==> config.mk <==
export PLATFORM = sky130hd
export DESIGN_NAME = fetch_sequencer_flat
export DESIGN_NICKNAME = d
export VERILOG_FILES = /design/src/rtl/fetch_sequencer_pkg.sv /design/src/rtl/fetch_sequencer_if.sv /design/src/rtl/fetch_sequencer_next_pc.sv /design/src/rtl/fetch_sequencer.sv /design/src/flat_wrapper.sv
export SDC_FILE = /design/constraint.sdc
export NUM_CORES = 1
export LEC_CHECK = 0
export BUFFER_PORTS_ARGS = -buffer_cell sky130_fd_sc_hd__buf_2
export CAP_MARGIN = 20
export CORE_ASPECT_RATIO = 1.25
export CORE_UTILIZATION = 30
export DETAILED_ROUTE_END_ITERATION = 12
export SYNTH_ARGS = -nofsm -noshare
export SYNTH_HDL_FRONTEND = slang
export SYNTH_SLANG_ARGS = --single-unit
==> constraint.sdc <==
create_clock -name clk -period 4.5 [get_ports clk]
set_input_delay 0.675 -clock clk [delete_from_list [all_inputs] [get_ports clk]]
set_output_delay 0.675 -clock clk [all_outputs]
set_load 0.01 [all_outputs]
==> src/rtl/fetch_sequencer_pkg.sv <==
// -----------------------------------------------------------------------------
// fetch_sequencer_pkg
//   Shared definitions for the instruction-fetch sequencer:
//   - fetch_state_e : FSM state encoding (IDLE, REQ, WAIT, HOLD, DRAIN)
//   - npc_sel_e     : next-PC source select (pc+4, branch target, jump address)
//   - PC_STEP       : byte distance between sequential instructions
//   - DEFAULT_RESET_PC : default first fetch address
//   - npc_select()  : redirect priority (jump beats branch_taken)
// -----------------------------------------------------------------------------
package fetch_sequencer_pkg;

  typedef enum logic [2:0] {
    ST_IDLE  = 3'd0,
    ST_REQ   = 3'd1,
    ST_WAIT  = 3'd2,
    ST_HOLD  = 3'd3,
    ST_DRAIN = 3'd4
  } fetch_state_e;

  typedef enum logic [1:0] {
    SEL_PC4    = 2'd0,
    SEL_BRANCH = 2'd1,
    SEL_JUMP   = 2'd2
  } npc_sel_e;

  localparam logic [31:0] PC_STEP          = 32'd4;
  localparam logic [31:0] DEFAULT_RESET_PC = 32'h0000_0000;

  // Jump wins when decode reports both a jump and a taken branch.
  function automatic npc_sel_e npc_select(input logic jump, input logic branch_taken);
    npc_sel_e sel;
    if (jump)              sel = SEL_JUMP;
    else if (branch_taken) sel = SEL_BRANCH;
    else                   sel = SEL_PC4;
    return sel;
  endfunction

endpackage

==> src/rtl/fetch_sequencer_if.sv <==
// -----------------------------------------------------------------------------
// fetch_sequencer_if
//   Bundles the instruction-memory request/response channel, the decode-side
//   instruction handshake with its redirect inputs, the control flush and the
//   consumed-instruction counter.
//   master : the fetch sequencer (drives imem request, instruction buffer,
//            fetch_cnt; receives imem response, decode and control inputs)
//   slave  : the surrounding system (imem + decode + control)
// -----------------------------------------------------------------------------
interface fetch_sequencer_if #(
  parameter int IMM_W = 16,
  parameter int JT_W  = 26
);

  // Instruction memory channel
  logic              imem_req;
  logic [31:0]       imem_addr;
  logic              imem_ready;
  logic              imem_rvalid;
  logic [31:0]       imem_rdata;

  // Decode channel
  logic              inst_valid;
  logic [31:0]       inst;
  logic [31:0]       inst_pc;
  logic              dec_ready;
  logic              branch_taken;
  logic [IMM_W-1:0]  branch_imm;
  logic              jump;
  logic [JT_W-1:0]   jump_target;

  // Control redirect
  logic              flush;
  logic [31:0]       flush_pc;

  // Statistics
  logic [31:0]       fetch_cnt;

  modport master (
    output imem_req, imem_addr, inst_valid, inst, inst_pc, fetch_cnt,
    input  imem_ready, imem_rvalid, imem_rdata,
    input  dec_ready, branch_taken, branch_imm, jump, jump_target,
    input  flush, flush_pc
  );

  modport slave (
    input  imem_req, imem_addr, inst_valid, inst, inst_pc, fetch_cnt,
    output imem_ready, imem_rvalid, imem_rdata,
    output dec_ready, branch_taken, branch_imm, jump, jump_target,
    output flush, flush_pc
  );

endinterface

==> src/rtl/fetch_sequencer_next_pc.sv <==
// -----------------------------------------------------------------------------
// Next-PC datapath for the fetch sequencer (purely combinational).
//   sign_extend  : i_in[IN_W] -> o_out[OUT_W], replicating the top bit
//   shift_left_2 : i_in[32]   -> o_out[32] = i_in << 2 (word to byte offset)
//   adder_32b    : i_a, i_b   -> o_sum, modulo 2^32
//   next_pc_unit : i_inst_pc, i_branch_imm, i_jump_target, i_branch_taken,
//                  i_jump -> o_next_pc
//                  pc4    = inst_pc + 4
//                  branch = pc4 + (sext(imm) << 2)
//                  jump   = {pc4[31:JT_W+2], jump_target, 2'b00}
// -----------------------------------------------------------------------------
module sign_extend #(
  parameter int IN_W  = 16,
  parameter int OUT_W = 32
) (
  input  logic [IN_W-1:0]  i_in,
  output logic [OUT_W-1:0] o_out
);
  assign o_out = {{(OUT_W-IN_W){i_in[IN_W-1]}}, i_in};
endmodule

module shift_left_2 (
  input  logic [31:0] i_in,
  output logic [31:0] o_out
);
  assign o_out = i_in << 2;
endmodule

module adder_32b (
  input  logic [31:0] i_a,
  input  logic [31:0] i_b,
  output logic [31:0] o_sum
);
  assign o_sum = i_a + i_b;
endmodule

module next_pc_unit
  import fetch_sequencer_pkg::*;
#(
  parameter int IMM_W = 16,
  parameter int JT_W  = 26
) (
  input  logic [31:0]      i_inst_pc,
  input  logic [IMM_W-1:0] i_branch_imm,
  input  logic [JT_W-1:0]  i_jump_target,
  input  logic             i_branch_taken,
  input  logic             i_jump,
  output logic [31:0]      o_next_pc
);

  logic [31:0] w_pc4;
  logic [31:0] w_imm_ext;
  logic [31:0] w_imm_bytes;
  logic [31:0] w_branch_addr;
  logic [31:0] w_jump_addr;

  adder_32b u_pc4_add (
    .i_a   (i_inst_pc),
    .i_b   (PC_STEP),
    .o_sum (w_pc4)
  );

  sign_extend #(.IN_W(IMM_W), .OUT_W(32)) u_imm_sext (
    .i_in  (i_branch_imm),
    .o_out (w_imm_ext)
  );

  shift_left_2 u_imm_shl (
    .i_in  (w_imm_ext),
    .o_out (w_imm_bytes)
  );

  adder_32b u_branch_add (
    .i_a   (w_pc4),
    .i_b   (w_imm_bytes),
    .o_sum (w_branch_addr)
  );

  // Jump keeps the 256 MB region of the delay-slot address (pc4), not of pc.
  assign w_jump_addr = {w_pc4[31:JT_W+2], i_jump_target, 2'b00};

  always_comb begin
    o_next_pc = w_pc4;
    case (npc_select(i_jump, i_branch_taken))
      SEL_JUMP:   o_next_pc = w_jump_addr;
      SEL_BRANCH: o_next_pc = w_branch_addr;
      default:    o_next_pc = w_pc4;
    endcase
  end

endmodule

==> src/rtl/fetch_sequencer.sv <==
// -----------------------------------------------------------------------------
// fetch_sequencer
//   Multicycle instruction-fetch controller. Owns the PC, issues one
//   valid/ready request at a time to instruction memory, buffers the returned
//   word for decode and computes the next PC when decode consumes it.
//   Ports:
//     clk  : clock, all state on posedge
//     rst  : synchronous active-high reset
//     bus  : fetch_sequencer_if.master
//            imem_req/imem_addr/imem_ready  - fetch request handshake
//            imem_rvalid/imem_rdata         - fetch response
//            inst_valid/inst/inst_pc        - buffered instruction to decode
//            dec_ready                      - decode consumes the instruction
//            branch_taken/branch_imm/jump/jump_target - redirect with consume
//            flush/flush_pc                 - control redirect, any state
//            fetch_cnt                      - consumed-instruction count
// -----------------------------------------------------------------------------
module fetch_sequencer
  import fetch_sequencer_pkg::*;
#(
  parameter logic [31:0] RESET_PC = DEFAULT_RESET_PC,
  parameter int          IMM_W    = 16,
  parameter int          JT_W     = 26
) (
  input  logic               clk,
  input  logic               rst,
  fetch_sequencer_if.master  bus
);

  fetch_state_e r_state;
  fetch_state_e w_state_nxt;

  logic [31:0]  r_pc;
  logic [31:0]  w_pc_nxt;
  logic         r_inst_valid;
  logic         w_inst_valid_nxt;
  logic [31:0]  r_inst;
  logic [31:0]  r_inst_pc;
  logic [31:0]  r_fetch_cnt;
  logic         w_load_inst;
  logic         w_cnt_inc;
  logic [31:0]  w_redirect_pc;

  next_pc_unit #(.IMM_W(IMM_W), .JT_W(JT_W)) u_next_pc (
    .i_inst_pc      (r_inst_pc),
    .i_branch_imm   (bus.branch_imm),
    .i_jump_target  (bus.jump_target),
    .i_branch_taken (bus.branch_taken),
    .i_jump         (bus.jump),
    .o_next_pc      (w_redirect_pc)
  );

  always_ff @(posedge clk) begin
    if (rst) begin
      r_state      <= ST_IDLE;
      r_pc         <= RESET_PC;
      r_inst_valid <= 1'b0;
      r_inst       <= 32'd0;
      r_inst_pc    <= 32'd0;
      r_fetch_cnt  <= 32'd0;
    end else begin
      r_state      <= w_state_nxt;
      r_pc         <= w_pc_nxt;
      r_inst_valid <= w_inst_valid_nxt;
      if (w_load_inst) begin
        r_inst    <= bus.imem_rdata;
        r_inst_pc <= r_pc;
      end
      if (w_cnt_inc) begin
        r_fetch_cnt <= r_fetch_cnt + 32'd1;
      end
    end
  end

  always_comb begin
    w_state_nxt      = r_state;
    w_pc_nxt         = r_pc;
    w_inst_valid_nxt = r_inst_valid;
    w_load_inst      = 1'b0;
    w_cnt_inc        = 1'b0;

    if (bus.flush) begin
      // Flush beats any consume/redirect and never counts as a consume.
      w_pc_nxt         = bus.flush_pc;
      w_inst_valid_nxt = 1'b0;
      case (r_state)
        // A request already accepted by imem must still have its response
        // swallowed, unless that response is arriving right now.
        ST_WAIT:  w_state_nxt = bus.imem_rvalid ? ST_REQ : ST_DRAIN;
        // Drain keeps waiting for its response; if the response lands in the
        // same cycle as the flush, the drain is complete.
        ST_DRAIN: w_state_nxt = bus.imem_rvalid ? ST_REQ : ST_DRAIN;
        default:  w_state_nxt = ST_REQ;
      endcase
    end else begin
      case (r_state)
        ST_IDLE: w_state_nxt = ST_REQ;
        ST_REQ: begin
          if (bus.imem_ready) w_state_nxt = ST_WAIT;
        end
        ST_WAIT: begin
          if (bus.imem_rvalid) begin
            w_load_inst      = 1'b1;
            w_inst_valid_nxt = 1'b1;
            w_state_nxt      = ST_HOLD;
          end
        end
        ST_HOLD: begin
          // Redirect inputs only matter in the consume cycle; the next pc is
          // ready in time for the following REQ, so redirects cost nothing.
          if (bus.dec_ready) begin
            w_cnt_inc        = 1'b1;
            w_inst_valid_nxt = 1'b0;
            w_pc_nxt         = w_redirect_pc;
            w_state_nxt      = ST_REQ;
          end
        end
        ST_DRAIN: begin
          if (bus.imem_rvalid) w_state_nxt = ST_REQ;
        end
        default: w_state_nxt = ST_IDLE;
      endcase
    end
  end

  assign bus.imem_req   = (r_state == ST_REQ);
  assign bus.imem_addr  = r_pc;
  assign bus.inst_valid = r_inst_valid;
  assign bus.inst       = r_inst;
  assign bus.inst_pc    = r_inst_pc;
  assign bus.fetch_cnt  = r_fetch_cnt;

endmodule
==> src/flat_wrapper.sv <==
// flat-port wrapper written by rule: the top's interface ports become plain ports
module fetch_sequencer_flat import fetch_sequencer_pkg::*;
#(
  parameter logic [31:0] RESET_PC = DEFAULT_RESET_PC,
  parameter int          IMM_W    = 16,
  parameter int          JT_W     = 26
)
  (clk, rst, bus_imem_req, bus_imem_addr, bus_inst_valid, bus_inst, bus_inst_pc, bus_fetch_cnt, bus_imem_ready, bus_imem_rvalid, bus_imem_rdata, bus_dec_ready, bus_branch_taken, bus_branch_imm, bus_jump, bus_jump_target, bus_flush, bus_flush_pc);
  fetch_sequencer_if #(.IMM_W(IMM_W), .JT_W(JT_W)) bus_i ();
  input  logic clk;
  input  logic rst;
  output wire logic [$bits(bus_i.imem_req)-1:0] bus_imem_req;
  output wire logic [$bits(bus_i.imem_addr)-1:0] bus_imem_addr;
  output wire logic [$bits(bus_i.inst_valid)-1:0] bus_inst_valid;
  output wire logic [$bits(bus_i.inst)-1:0] bus_inst;
  output wire logic [$bits(bus_i.inst_pc)-1:0] bus_inst_pc;
  output wire logic [$bits(bus_i.fetch_cnt)-1:0] bus_fetch_cnt;
  input wire logic [$bits(bus_i.imem_ready)-1:0] bus_imem_ready;
  input wire logic [$bits(bus_i.imem_rvalid)-1:0] bus_imem_rvalid;
  input wire logic [$bits(bus_i.imem_rdata)-1:0] bus_imem_rdata;
  input wire logic [$bits(bus_i.dec_ready)-1:0] bus_dec_ready;
  input wire logic [$bits(bus_i.branch_taken)-1:0] bus_branch_taken;
  input wire logic [$bits(bus_i.branch_imm)-1:0] bus_branch_imm;
  input wire logic [$bits(bus_i.jump)-1:0] bus_jump;
  input wire logic [$bits(bus_i.jump_target)-1:0] bus_jump_target;
  input wire logic [$bits(bus_i.flush)-1:0] bus_flush;
  input wire logic [$bits(bus_i.flush_pc)-1:0] bus_flush_pc;
  assign bus_imem_req = bus_i.imem_req;
  assign bus_imem_addr = bus_i.imem_addr;
  assign bus_inst_valid = bus_i.inst_valid;
  assign bus_inst = bus_i.inst;
  assign bus_inst_pc = bus_i.inst_pc;
  assign bus_fetch_cnt = bus_i.fetch_cnt;
  assign bus_i.imem_ready = bus_imem_ready;
  assign bus_i.imem_rvalid = bus_imem_rvalid;
  assign bus_i.imem_rdata = bus_imem_rdata;
  assign bus_i.dec_ready = bus_dec_ready;
  assign bus_i.branch_taken = bus_branch_taken;
  assign bus_i.branch_imm = bus_branch_imm;
  assign bus_i.jump = bus_jump;
  assign bus_i.jump_target = bus_jump_target;
  assign bus_i.flush = bus_flush;
  assign bus_i.flush_pc = bus_flush_pc;
  fetch_sequencer #(.RESET_PC(RESET_PC), .IMM_W(IMM_W), .JT_W(JT_W)) u_core (.clk(clk), .rst(rst), .bus(bus_i));
endmodule
# Word level (Yosys, flattened, before mapping)
# Index checks and enable logic that the tools add are counted.
# Widths: inputs -> output; s select.
[totals]
inputBits = 114
reg_bits = 132
elab_cells = 53
output_inout_bits = 130
[op_classes]
eq_ne = 12
n_addsub = 3
reduce_logical = 9
muxes = 23
[op_table]
columns = ["operator", "n"]
rows = [
  ["$mux 32", 3],
  ["$pmux 32 s2", 1],
  ["$add 32x1->32 const B", 1],
  ["$add 32x3->32 const B", 1],
  ["$add 32x32->32", 1],
  ["$mux 3", 7],
  ["$pmux 3 s5", 1],
  ["$mux 1", 9],
  ["$ne 3x3->1 const B", 3],
  ["$eq 3x2->1 const B", 2],
  ["$reduce_bool 2->1", 3],
  ["$ne 2x2->1 const B", 2],
  ["$reduce_and 4->1", 1],
  ["$reduce_or 2->1", 2],
  ["$eq 3x1->1 const B", 1],
  ["$eq 3x3->1 const B", 1],
  ["$logic_not 3->1", 1],
  ["$ne 3x1->1 const B", 1],
  ["$reduce_and 3->1", 1],
  ["$eq 2x1->1 const B", 1],
  ["$eq 2x2->1 const B", 1],
  ["$mux 2", 1],
  ["$pmux 1 s2", 1],
  ["$reduce_and 2->1", 1],
]

# Depth between registers and ports, before layout
# Gate-level depths: netlist of run 1.
[depth]
ltp_word = 7
depth_mapped = 15
mapped_depth_nobuf = 14

# By module
# From an unflattened synthesis of run 1, not the netlist that was laid out.
[hier_totals]
cells_unflattened = 1271
hier_area_um2 = 9918.3
[modules_own_cells]
columns = ["module", "area_per_inst_um2", "seq_area_each_um2", "instances", "cells_per_inst"]
rows = [
  ["fetch_sequencer", 5288.8, 2642.5, 1, 626],
  ["adder_32b", 1744.2, 0.0, 2, 241],
  ["next_pc_unit", 656.9, 0.0, 1, 98],
  ["shift_left_2", 244.0, 0.0, 1, 33],
  ["sign_extend", 240.2, 0.0, 1, 32],
]

# Worst setup path after synthesis of run 1
# Ideal clock, no wire load.
[synth_timing]
path_type = "register to register"
from = "register u_core.r_inst_pc[4], in the netlist u_core.bus.inst_pc[4]"
to = "register u_core.r_pc[31], in the netlist u_core.bus.imem_addr[31]"
t_required_ns = 4.442
path_stages_with_launch = 16
n_path_buf = 1
arrival_ns = 3.539
setup_ns = 0.058
synth_period_minus_slack_ns = 3.597
slack_ns = 0.903
cell_sequence = "dfxtp_1 and4_1 nand4_1 nor3_1 nand3_1 xnor2_1 ha_1 clkbuf_1 a21o_1 a21o_1 a21oi_1 inv_1 or4_1 o22ai_1 mux4_2 nand2_1"
[synth_between]
elab_chain_cells = 6
[synth_rtl]
columns = ["element", "line", "source"]
rows = [
  ["from (decl)", "fetch_sequencer.sv:38", "logic [31:0] r_inst_pc;"],
  ["from (signal assigned)", "fetch_sequencer.sv:67", "r_inst_pc <= r_pc;"],
  ["$add 32x3->32 *", "fetch_sequencer_next_pc.sv:34", "assign o_sum = i_a + i_b;"],
  ["$add 32x32->32", "fetch_sequencer_next_pc.sv:34", ""],
  ["$pmux 32 s2 *", "fetch_sequencer_next_pc.sv:84", "case (npc_select(i_jump, i_branch_taken))"],
  ["$mux 32 *", "fetch_sequencer.sv:111", "if (bus.dec_ready) begin"],
  ["$mux 32 *", "fetch_sequencer.sv:96", "case (r_state)"],
  ["$mux 32 *", "fetch_sequencer.sv:82", "if (bus.flush) begin"],
  ["to (signal assigned)", "fetch_sequencer.sv:63", "r_pc <= w_pc_nxt;"],
  ["to (decl)", "fetch_sequencer.sv:33", "logic [31:0] r_pc;"],
]
# Mark *: on every way between the ends. The rest lies on a longest branch, timed or not. The select of a mux whose other input is x is not followed.
# A chain may end at the register's enable or synchronous reset.

# Worst setup path in the final report of run 1
# Ends and elaborated chain as after synthesis.

==> results.toml, run 1 <==
[worst_setup_path]
r2r-end = "u_core.bus.imem_addr[31]$_SDFFE_PP0P_"
crit_path_frequent_cell = "a21o_1"
crit_type = "reg2reg"
critPathMaxStageDelay_ns = 0.52
r2r_setup_slack_ns = 0.60
critPathSlowestCell = "mux4_2"
r2r-start = "u_core.bus.inst_pc[4]$_SDFFE_PP0P_"
setup.worst_path.end = "u_core.bus.imem_addr[31]$_SDFFE_PP0P_"
crit_family = "simple AND/OR/NAND/NOR gates"
rr_worst_depth = 15
worst-path-buf-inv = 2
crit_cells = 15
required_ns = 4.88
crit_start = "u_core.bus.inst_pc[4]$_SDFFE_PP0P_"
crit_chain = "and4_1 > nand4_1 > nor3_1 > buf_4 > nand3_1 > xnor2_1 > ha_1 > a21o_1 > a21o_1 > a21oi_1 > inv_1 > or4_1 > o22ai_1 > mux4_2 > nand2_1"
cp-end-kind = "register"
worst_setup_path_start_kind = "register"
cp_max_fo = 8
crit_arrival_ns = 4.28

[logic_synthesis]
synth.yosys.warnings = 0
syn-instance-count = 1030
syn_area_um2 = 7850
ys_types = 68
synth_top_area_share_pct = 33.7
ys_seq_area_share_pct = 33.7
ys.flop_type = "dfxtp_1"
synth_top_area_cell = "dfxtp_1"
ys_ff_latch = 132
synth.area.top_cells = "dfxtp_1 (34%), nand2_1 (9.4%), a21oi_1 (8.7%)"
synth.avg_cell_area_um2 = 7.62
synth_edf_count = 0
async_flop_share_pct = 0
synth_fp_nets = 1181

[drt]
met3_length_um = 1810
ant_nets = 0
routed_wl_um = 27600
via_count = 8135
routedWlPerCell_um = 17.3
drt_iter0_drc = 490
met1_length_um = 11400
wl_met2_um = 13500
drc = 0
vias_per_cell = 5.12
top_layer = "met5"
drt_first_pass_iters = 4

[die]
dieArea_um2 = 26800
chipWidth_um = 147
core_um2 = 25500
die_h_um = 183
rows = 65
initial_utilization_pct = 30.8
ios = 244

[cts]
cts_hold_buf = 0
cts_tree = "built"
postCtsSetupBuffers = 0
cts-buffers-inserted = 17
htreeDepth = 4
cts_sinks = 132
clk_path_buf_depth = 2
cts.clk_slew.worst_paths_ns = 0.07
cts_root_buf = "clkbuf_16"
cts_resized = 0
clkLatencyLatePin_ns = 0.43

[power_and_ir_drop]
peakVddDrop_uv = 248
p_leak_nw = 4.45
finalPower_mw = 2.95
power_density_nw_per_um2 = 297

[finish]
nFillCells = 2730
mostFrequentLayoutCell = "buf_2"
fin_nets = 1392
area_delta_synth_final_pct = 26.7
mostFrequentLayoutCells = "buf_2 (242), nand2_1 (195), a21oi_1 (136)"
drive_above_1_share_pct = 23.9

[placement]
dp_hpwl_um = 20400
pre_cts_ws_ns = 0.625
gp_congestion = 0.922
io_buffer_count = 243

[sta]
finalMaxSlewViolations = 0
finalHoldViolCount = 0
rsz0062_at_grt = "false"
timing.final.ws_setup_ns = 0.598
fin_crit_ns = 3.90
finalSetupViolCount = 0
worstMarginPinSlew_ns = 0.908
final.setup.tns_ns = 0
max_freq_mhz = 256
relSlewSlack_pct = 39.4
period_share_pct = 86.7
fin_skew_ns = 0.0122

[run]
cap_violations = 0

[global_routing]
grt_pass1_wl_um = 43000
grt-ovfl-total = 0
grt_max_degree = 77
grt_pass1_vias = 7994
antenna_found_initial = 3
track_usage_pct = 20.6

[outcome]
status = "finished clean"

[hold_path]
hp-class = "reg2reg"
stage by stage:
step	hold WS, ns	instances	area (um^2)	util [%]
after global routing	0.459	1590	9950	39.1
after global placement	0.439	1557	9340	36.7
after floorplan	0.481	1030	7850	-
after detailed placement	0.443	1557	9340	36.7
final	0.449	1590	9950	39.1
after CTS	0.440	1589	9950	39.1
sequential cells by signal (all words and copies together), names as in the netlist:
signal / cells
u_core.bus.inst_valid: 1
u_core.r_state: 3
u_core.bus.inst_pc: 32
u_core.bus.inst: 32
u_core.bus.imem_addr: 32
u_core.bus.fetch_cnt: 32
worst min-delay path by stage:
stage	from	endpoint	slack, ns	cells past startpoint
after floorplan	u_core.bus.inst[0]$_SDFFE_PP0P_	u_core.bus.inst[0]$_SDFFE_PP0P_	0.48	2
after global placement	u_core.bus.inst[8]$_SDFFE_PP0P_	u_core.bus.inst[8]$_SDFFE_PP0P_	0.44	2
after detailed placement	u_core.bus.inst[8]$_SDFFE_PP0P_	u_core.bus.inst[8]$_SDFFE_PP0P_	0.44	2
after CTS	bus_imem_rvalid	u_core.r_state[2]$_SDFFE_PP0P_	0.44	2
after global routing	bus_imem_rvalid	u_core.r_state[2]$_SDFFE_PP0P_	0.46	2
final	u_core.bus.inst[8]$_SDFFE_PP0P_	u_core.bus.inst[8]$_SDFFE_PP0P_	0.45	2
logic make-up (layout without fill, tap and decap cells):
group	Yosys count	after routing	share of synthesized area (%)
buffers and inverters	85	309	4.19
muxes	5	5	0.797
other	0	1	0
adders and majority gates	37	37	5.99
and+or+nand+nor	416	416	25.1
AOI/OAI and AO/OA	277	277	21.5
DFF	132	132	33.7
xor gates and xnor gates	78	78	8.80
power breakdown:
part / internal (mW) / switching [mW]
combinational: 0.113 / 0.168
sequential: 1.19 / 0.0205
clock: 0.903 / 0.558
total: 2.21 / 0.746
area by class of cell:
type                       instances  area, um^2  area share (%)
clock inverter                    11         151            1.52
inverter                          22        82.6           0.830
sequential                       132        2640            26.6
clock buffer                      21         460            4.63
tap                              335         419            4.21
multi-input combinational        813        4880            49.1
timing repair buffer             255        1310            13.2
antenna                            1        2.50          0.0251
cells in the mapped netlist (3+ instances only):
| library cell | n |
|---|---|
| and3_1 | 27 |
| nand2_1 | 196 |
| mux2i_1 | 4 |
| o221ai_1 | 5 |
| a31oi_1 | 9 |
| nand4b_1 | 3 |
| dfxtp_1 | 132 |
| inv_1 | 22 |
| nor3_1 | 17 |
| clkbuf_1 | 51 |
| buf_1 | 9 |
| xor2_1 | 38 |
| ha_1 | 36 |
| a21oi_1 | 136 |
| o21bai_1 | 6 |
| nor2_1 | 78 |
| o211ai_1 | 7 |
| nand3_1 | 24 |
| o21ai_0 | 35 |
| o31ai_1 | 3 |
| xnor2_1 | 39 |
| and2_1 | 4 |
| a211oi_1 | 13 |
| or3_1 | 15 |
| nand2b_1 | 7 |
| o22ai_1 | 9 |
| a221oi_1 | 9 |
| a211o_1 | 4 |
| nor2b_1 | 4 |
| nand4_1 | 19 |
| o211a_1 | 4 |
| and4_1 | 3 |
| a21o_1 | 17 |
routing by layer:
metal	track usage (%)	vias to the layer above
li1	-	4061
met1	24.2	3760
met2	35.4	259
met3	5.20	51
met4	8.46	4
met5	0	-
worst register-to-register path: stages, from the launching register on:
cell     delay [ns]
dfxtp_1        0.45
and4_1         0.31
nand4_1        0.22
nor3_1         0.23
buf_4          0.17
nand3_1        0.09
xnor2_1        0.25
ha_1           0.36
a21o_1         0.21
a21o_1         0.16
a21oi_1        0.13
inv_1          0.08
or4_1          0.39
o22ai_1        0.18
mux4_2         0.52
nand2_1        0.08
No activity file was read; power rests on OpenSTA's default activity.
==> inputs of run 2 (changes only) <==
--- a/config.mk
+++ b/config.mk
@@ -10,4 +10,5 @@
 export CORE_ASPECT_RATIO = 1.25
 export CORE_UTILIZATION = 30
+export CTS_CLUSTER_DIAMETER = 120
 export DETAILED_ROUTE_END_ITERATION = 12
 export SYNTH_ARGS = -nofsm -noshare
==> constraint.sdc (replaced) <==
create_clock -name clk -period 4.4 [get_ports clk]
set_input_delay 1.32 -clock clk [delete_from_list [all_inputs] [get_ports clk]]
set_output_delay 1.32 -clock clk [all_outputs]
set_load 0.01 [all_outputs]
==> run 2 against run 1 <==
Non-clock buffer count is 8 higher; final area rose by 0.83%; register-to-register slack got worse by 0.28 ns; sequential share of layout area decreased by 0.22 points; critical path depth decreased by 1; maximum frequency shrank 4.5%; clock-buffer cell count is the same; power increased by 3.1%; via count is 1.7% higher; utilization up 0.32 points; largest power group unchanged.
==> results.toml, run 2 (synthesized netlist as in run 1, its figures left out) <==
[global_routing]
track_usage_pct = 20.4
grt_pass1_wl_um = 42900
antenna_found_initial = 6
grt-ovfl-total = 0
grt_pass1_vias = 7885
grt_max_degree = 80

[finish]
nFillCells = 2704
mostFrequentLayoutCell = "buf_2"
drive_above_1_share_pct = 24.5
area_delta_synth_final_pct = 27.8
final_area_um2 = 10000
mostFrequentLayoutCells = "buf_2 (242), nand2_1 (195), a21oi_1 (136)"
fin_nets = 1400
final_cells = 1598

[outcome]
status = "finished clean"

[hold_path]
hold_depth = 2
hp-class = "reg2reg"

[drt]
ant_nets = 0
via_count = 8277
vias_per_cell = 5.18
drt_first_pass_iters = 4
routed_wl_um = 27500
drt_iter0_drc = 485
drc = 0
routedWlPerCell_um = 17.2

[worst_setup_path]
crit_type = "reg2reg"
rr_worst_depth = 14
crit_arrival_ns = 4.46
cp-end-kind = "register"
required_ns = 4.78
worst_setup_path_start_kind = "register"
cp_max_fo = 8

[placement]
placedCellCount = 1565
dp_hpwl_um = 20700
placed_area_um2 = 9410
io_buffer_count = 243
gp_congestion = 0.881
pre_cts_ws_ns = 0.339

[die]
die_h_um = 183
core_um2 = 25500
dieArea_um2 = 26800
ios = 244
initial_utilization_pct = 30.8
chipWidth_um = 147
rows = 65

[cts]
cts_tree = "built"
cts_root_buf = "clkbuf_16"
cts-buffers-inserted = 17
postCtsSetupBuffers = 0
cts_sinks = 132
cts.clk_slew.worst_paths_ns = 0.07
htreeDepth = 4
cts_resized = 0
clkLatencyLatePin_ns = 0.43
clk_path_buf_depth = 2
cts_hold_buf = 0

[sta]
fin_crit_ns = 4.08
max_freq_mhz = 245
final.setup.tns_ns = 0
relSlewSlack_pct = 42.8
finalHoldViolCount = 0
finalSetupViolCount = 0
timing.final.ws_setup_ns = 0.315
finalMaxSlewViolations = 0
fin_skew_ns = 0.0108
period_share_pct = 92.8
rsz0062_at_grt = "false"
worstMarginPinSlew_ns = 0.857

[run]
cap_violations = 0

[power_and_ir_drop]
power_density_nw_per_um2 = 303
peakVddDrop_uv = 252
p_leak_nw = 4.50
==> run 2: cell types whose count changed in the layout (fill, tap and decap cells not counted) <==
cell / previous run / this run
buf_4: 13 / 20
buf_12: 0 / 1
clkbuf_1: 2 / 1
clkbuf_8: 2 / 3
clkinv_4: 2 / 3
inv_6: 1 / 0
==> run 2: worst paths after layout <==
kind                                           start  slack, ns                                     to
hold / removal      u_core.bus.inst[24]$_SDFFE_PP0P_       0.45       u_core.bus.inst[24]$_SDFFE_PP0P_
setup reg to reg  u_core.bus.inst_pc[4]$_SDFFE_PP0P_       0.32  u_core.bus.imem_addr[31]$_SDFFE_PP0P_
setup / recovery  u_core.bus.inst_pc[4]$_SDFFE_PP0P_       0.32  u_core.bus.imem_addr[31]$_SDFFE_PP0P_
hold reg to reg     u_core.bus.inst[24]$_SDFFE_PP0P_       0.45       u_core.bus.inst[24]$_SDFFE_PP0P_
==> run 2: metal layers <==
layer	track usage (%)	vias up	part of all wire, %
li1	-	4068	-
met1	24.8	3865	42
met2	34.3	270	49
met3	5.27	64	6.3
met4	8.21	10	2.9
met5	0	-	0.21
==> run 2: final cells by class <==
class                           count  area, um^2  share of cell area [%]
Timing Repair Buffer              263        1380                    13.8
Clock buffer                       21         470                    4.69
Tap cell                          335         419                    4.18
Inverter                           22        82.6                   0.823
Clock inverter                     11         151                    1.51
Multi-Input combinational cell    813        4880                    48.7
Antenna cell                        1        2.50                  0.0249
Sequential cell                   132        2640                    26.3
==> run 2: where the power goes <==
group          internal [mW]  leakage (nW)  switching [mW]
Sequential              1.22          1.07          0.0214
Combinational          0.119          3.14           0.174
Clock                  0.938         0.292           0.575
==> run 2: stage by stage <==
stage,power (mW),utilization [%],hold WS [ns]
floorplan,1.42,-,0.481
global placement,1.56,37.0,0.439
detailed placement,1.56,37.0,0.443
CTS,3.07,39.4,0.452
global route,3.16,39.4,0.466
finish,3.05,39.4,0.450
==> run 2: critical path, cell delays in order, from the launching register on <==
cell,delay [ns]
dfxtp_1,0.45
and4_1,0.29
nand4_1,0.25
nor3_1,0.53
nand3_1,0.17
xnor2_1,0.22
ha_1,0.35
a21o_1,0.22
a21o_1,0.17
a21oi_1,0.13
inv_1,0.08
or4_1,0.40
o22ai_1,0.20
mux4_2,0.52
nand2_1,0.07
==> inputs of run 3 (changes only) <==
clock period = 4.1 ns   (was 4.4 ns; I/O delays follow)
==> run 3 against run 2 <==
Critical path depth increased by 2; global-route usage about the same; largest power group unchanged; via count decreased by 0.59%; utilization increased by 0.16 points; setup slack improved by 0.030 ns; first-iteration DRC count decreased by 21%; sequential share of layout area decreased by 0.11 points; non-clock buffer count increased by 13.
==> results.toml, run 3 (synthesized netlist as in run 1, its figures left out) <==
[outcome]
status = "finished clean"

[finish]
drive_above_1_share_pct = 25.1
final_area_um2 = 10100
mostFrequentLayoutCell = "buf_2"
seq_area_um2 = 2640
multi_input_area_um2 = 4890
area_delta_synth_final_pct = 28.3
nFillCells = 2658
mostFrequentLayoutCells = "buf_2 (242), nand2_1 (195), a21oi_1 (136)"
fin_nets = 1413
fin_util_pct = 39.6

[power_and_ir_drop]
p_comb_share_pct = 10.0
switching_power_uw = 788
switching_share_pct = 25.3
power_density_nw_per_um2 = 310
p_clk_share_pct = 47.4
p_leak_nw = 4.54
peakVddDrop_uv = 263
pwr-share-seq_pct = 42.6
power.internal_mw = 2.33

[die]
die_h_um = 183
chipWidth_um = 147
dieArea_um2 = 26800
core_um2 = 25500
ios = 244
rows = 65
initial_utilization_pct = 30.8

[placement]
io_buffer_count = 243
dp_hpwl_um = 20700
placed_area_um2 = 9510
gp_congestion = 0.951

[worst_setup_path]
r2r-start = "u_core.bus.inst_pc[3]$_SDFFE_PP0P_"
worst_setup_path_start_kind = "register"
cp_max_fo = 7
cp-end-kind = "register"
crit_type = "reg2reg"
crit_start = "u_core.bus.inst_pc[3]$_SDFFE_PP0P_"
required_ns = 4.45
crit_arrival_ns = 4.10

[drt]
vias_per_cell = 5.11
routed_wl_um = 27700
drt_iter0_drc = 383
via_count = 8228
drt_first_pass_iters = 5
ant_nets = 0
routedWlPerCell_um = 17.2
drc = 0

[sta]
fin_skew_ns = 0.00757
finalMaxSlewViolations = 0
relSlewSlack_pct = 57.1
rsz0062_at_grt = "false"
period_share_pct = 91.6
finalSetupViolCount = 0
final.setup.tns_ns = 0
max_freq_mhz = 266
worstMarginPinSlew_ns = 0.635
whs_ns = 0.450
fin_crit_ns = 3.75
finalHoldViolCount = 0

[cts]
cts.clk_slew.worst_paths_ns = 0.06
clk_path_buf_depth = 2
clkLatencyLatePin_ns = 0.42
cts_sinks = 132
cts_tree = "built"
cts-buffers-inserted = 17
cts_root_buf = "clkbuf_16"
htreeDepth = 4

[hold_path]
worstHoldStart = "u_core.bus.inst[21]$_SDFFE_PP0P_"
hp-class = "reg2reg"

[global_routing]
grt_pass1_wl_um = 42500
grt_max_degree = 53
track_usage_pct = 20.4
grt-ovfl-total = 0
grt_pass1_vias = 7869
antenna_found_initial = 6

[run]
cap_violations = 0
-- run 3: critical path, stage by stage, from the launching register on --
cell and delay [ns]:
dfxtp_1 0.33, buf_4 0.14, ha_1 0.21, nand3_1 0.09, nor2_1 0.33, buf_4 0.23
nand2_1 0.07, xnor2_1 0.22, ha_1 0.36, a21oi_1 0.23, o21bai_1 0.09, a211oi_1 0.32
o21ai_0 0.12, a21oi_1 0.17, xor2_1 0.13, or4_1 0.48, a31oi_1 0.15
-- run 3: power by group through the flow --
| stage | Combinational (mW) | Clock, mW | Sequential [mW] |
|---|---|---|---|
| floorplan | 0.161 | 0 | 1.36 |
| global placement | 0.311 | 0 | 1.36 |
| detailed placement | 0.312 | 0 | 1.36 |
| CTS | 0.314 | 1.51 | 1.33 |
| global route | 0.341 | 1.57 | 1.33 |
| finish | 0.313 | 1.48 | 1.33 |
-- run 3: through the flow --
stage,instances,total power [mW],setup WS (ns)
6_report,1610,3.12,0.345
2_1_floorplan,1030,1.52,0.503
3_3_place_gp,1578,1.67,0.338
4_1_cts,1607,3.16,0.299
3_5_place_dp,1578,1.67,0.325
5_1_grt,1610,3.24,0.0775
-- run 3: layout make-up --
type,count,area share (%)
Inverter,22,0.820
Clock inverter,9,1.08
Antenna cell,3,0.0745
Sequential cell,132,26.2
Tap cell,335,4.16
Clock buffer,20,4.43
Timing Repair Buffer,276,14.7
Multi-Input combinational cell,813,48.5
-- run 3: metal layers --
metal	track usage (%)	part of all wire [%]	routed length, um
met3	5.10	5.7	1570
met5	0	0.13	37
met4	8.29	2.9	793
met1	24.6	42	11700
met2	34.4	49	13600
-- run 3: repair_timing --
item / CTS / global route
buffers inserted: 0 / 0
setup endpoints to repair: 0 / 1
hold buffers: 0 / 0
gates resized for setup: 0 / 1
-- run 3: final timing paths --
kind	slack, ns	cells after the start	endpoint
max	0.35	16	u_core.bus.imem_addr[25]$_SDFFE_PP0P_
min reg2reg	0.45	2	u_core.bus.inst[21]$_SDFFE_PP0P_
max reg2reg	0.35	16	u_core.bus.imem_addr[25]$_SDFFE_PP0P_
min	0.45	2	u_core.bus.inst[21]$_SDFFE_PP0P_
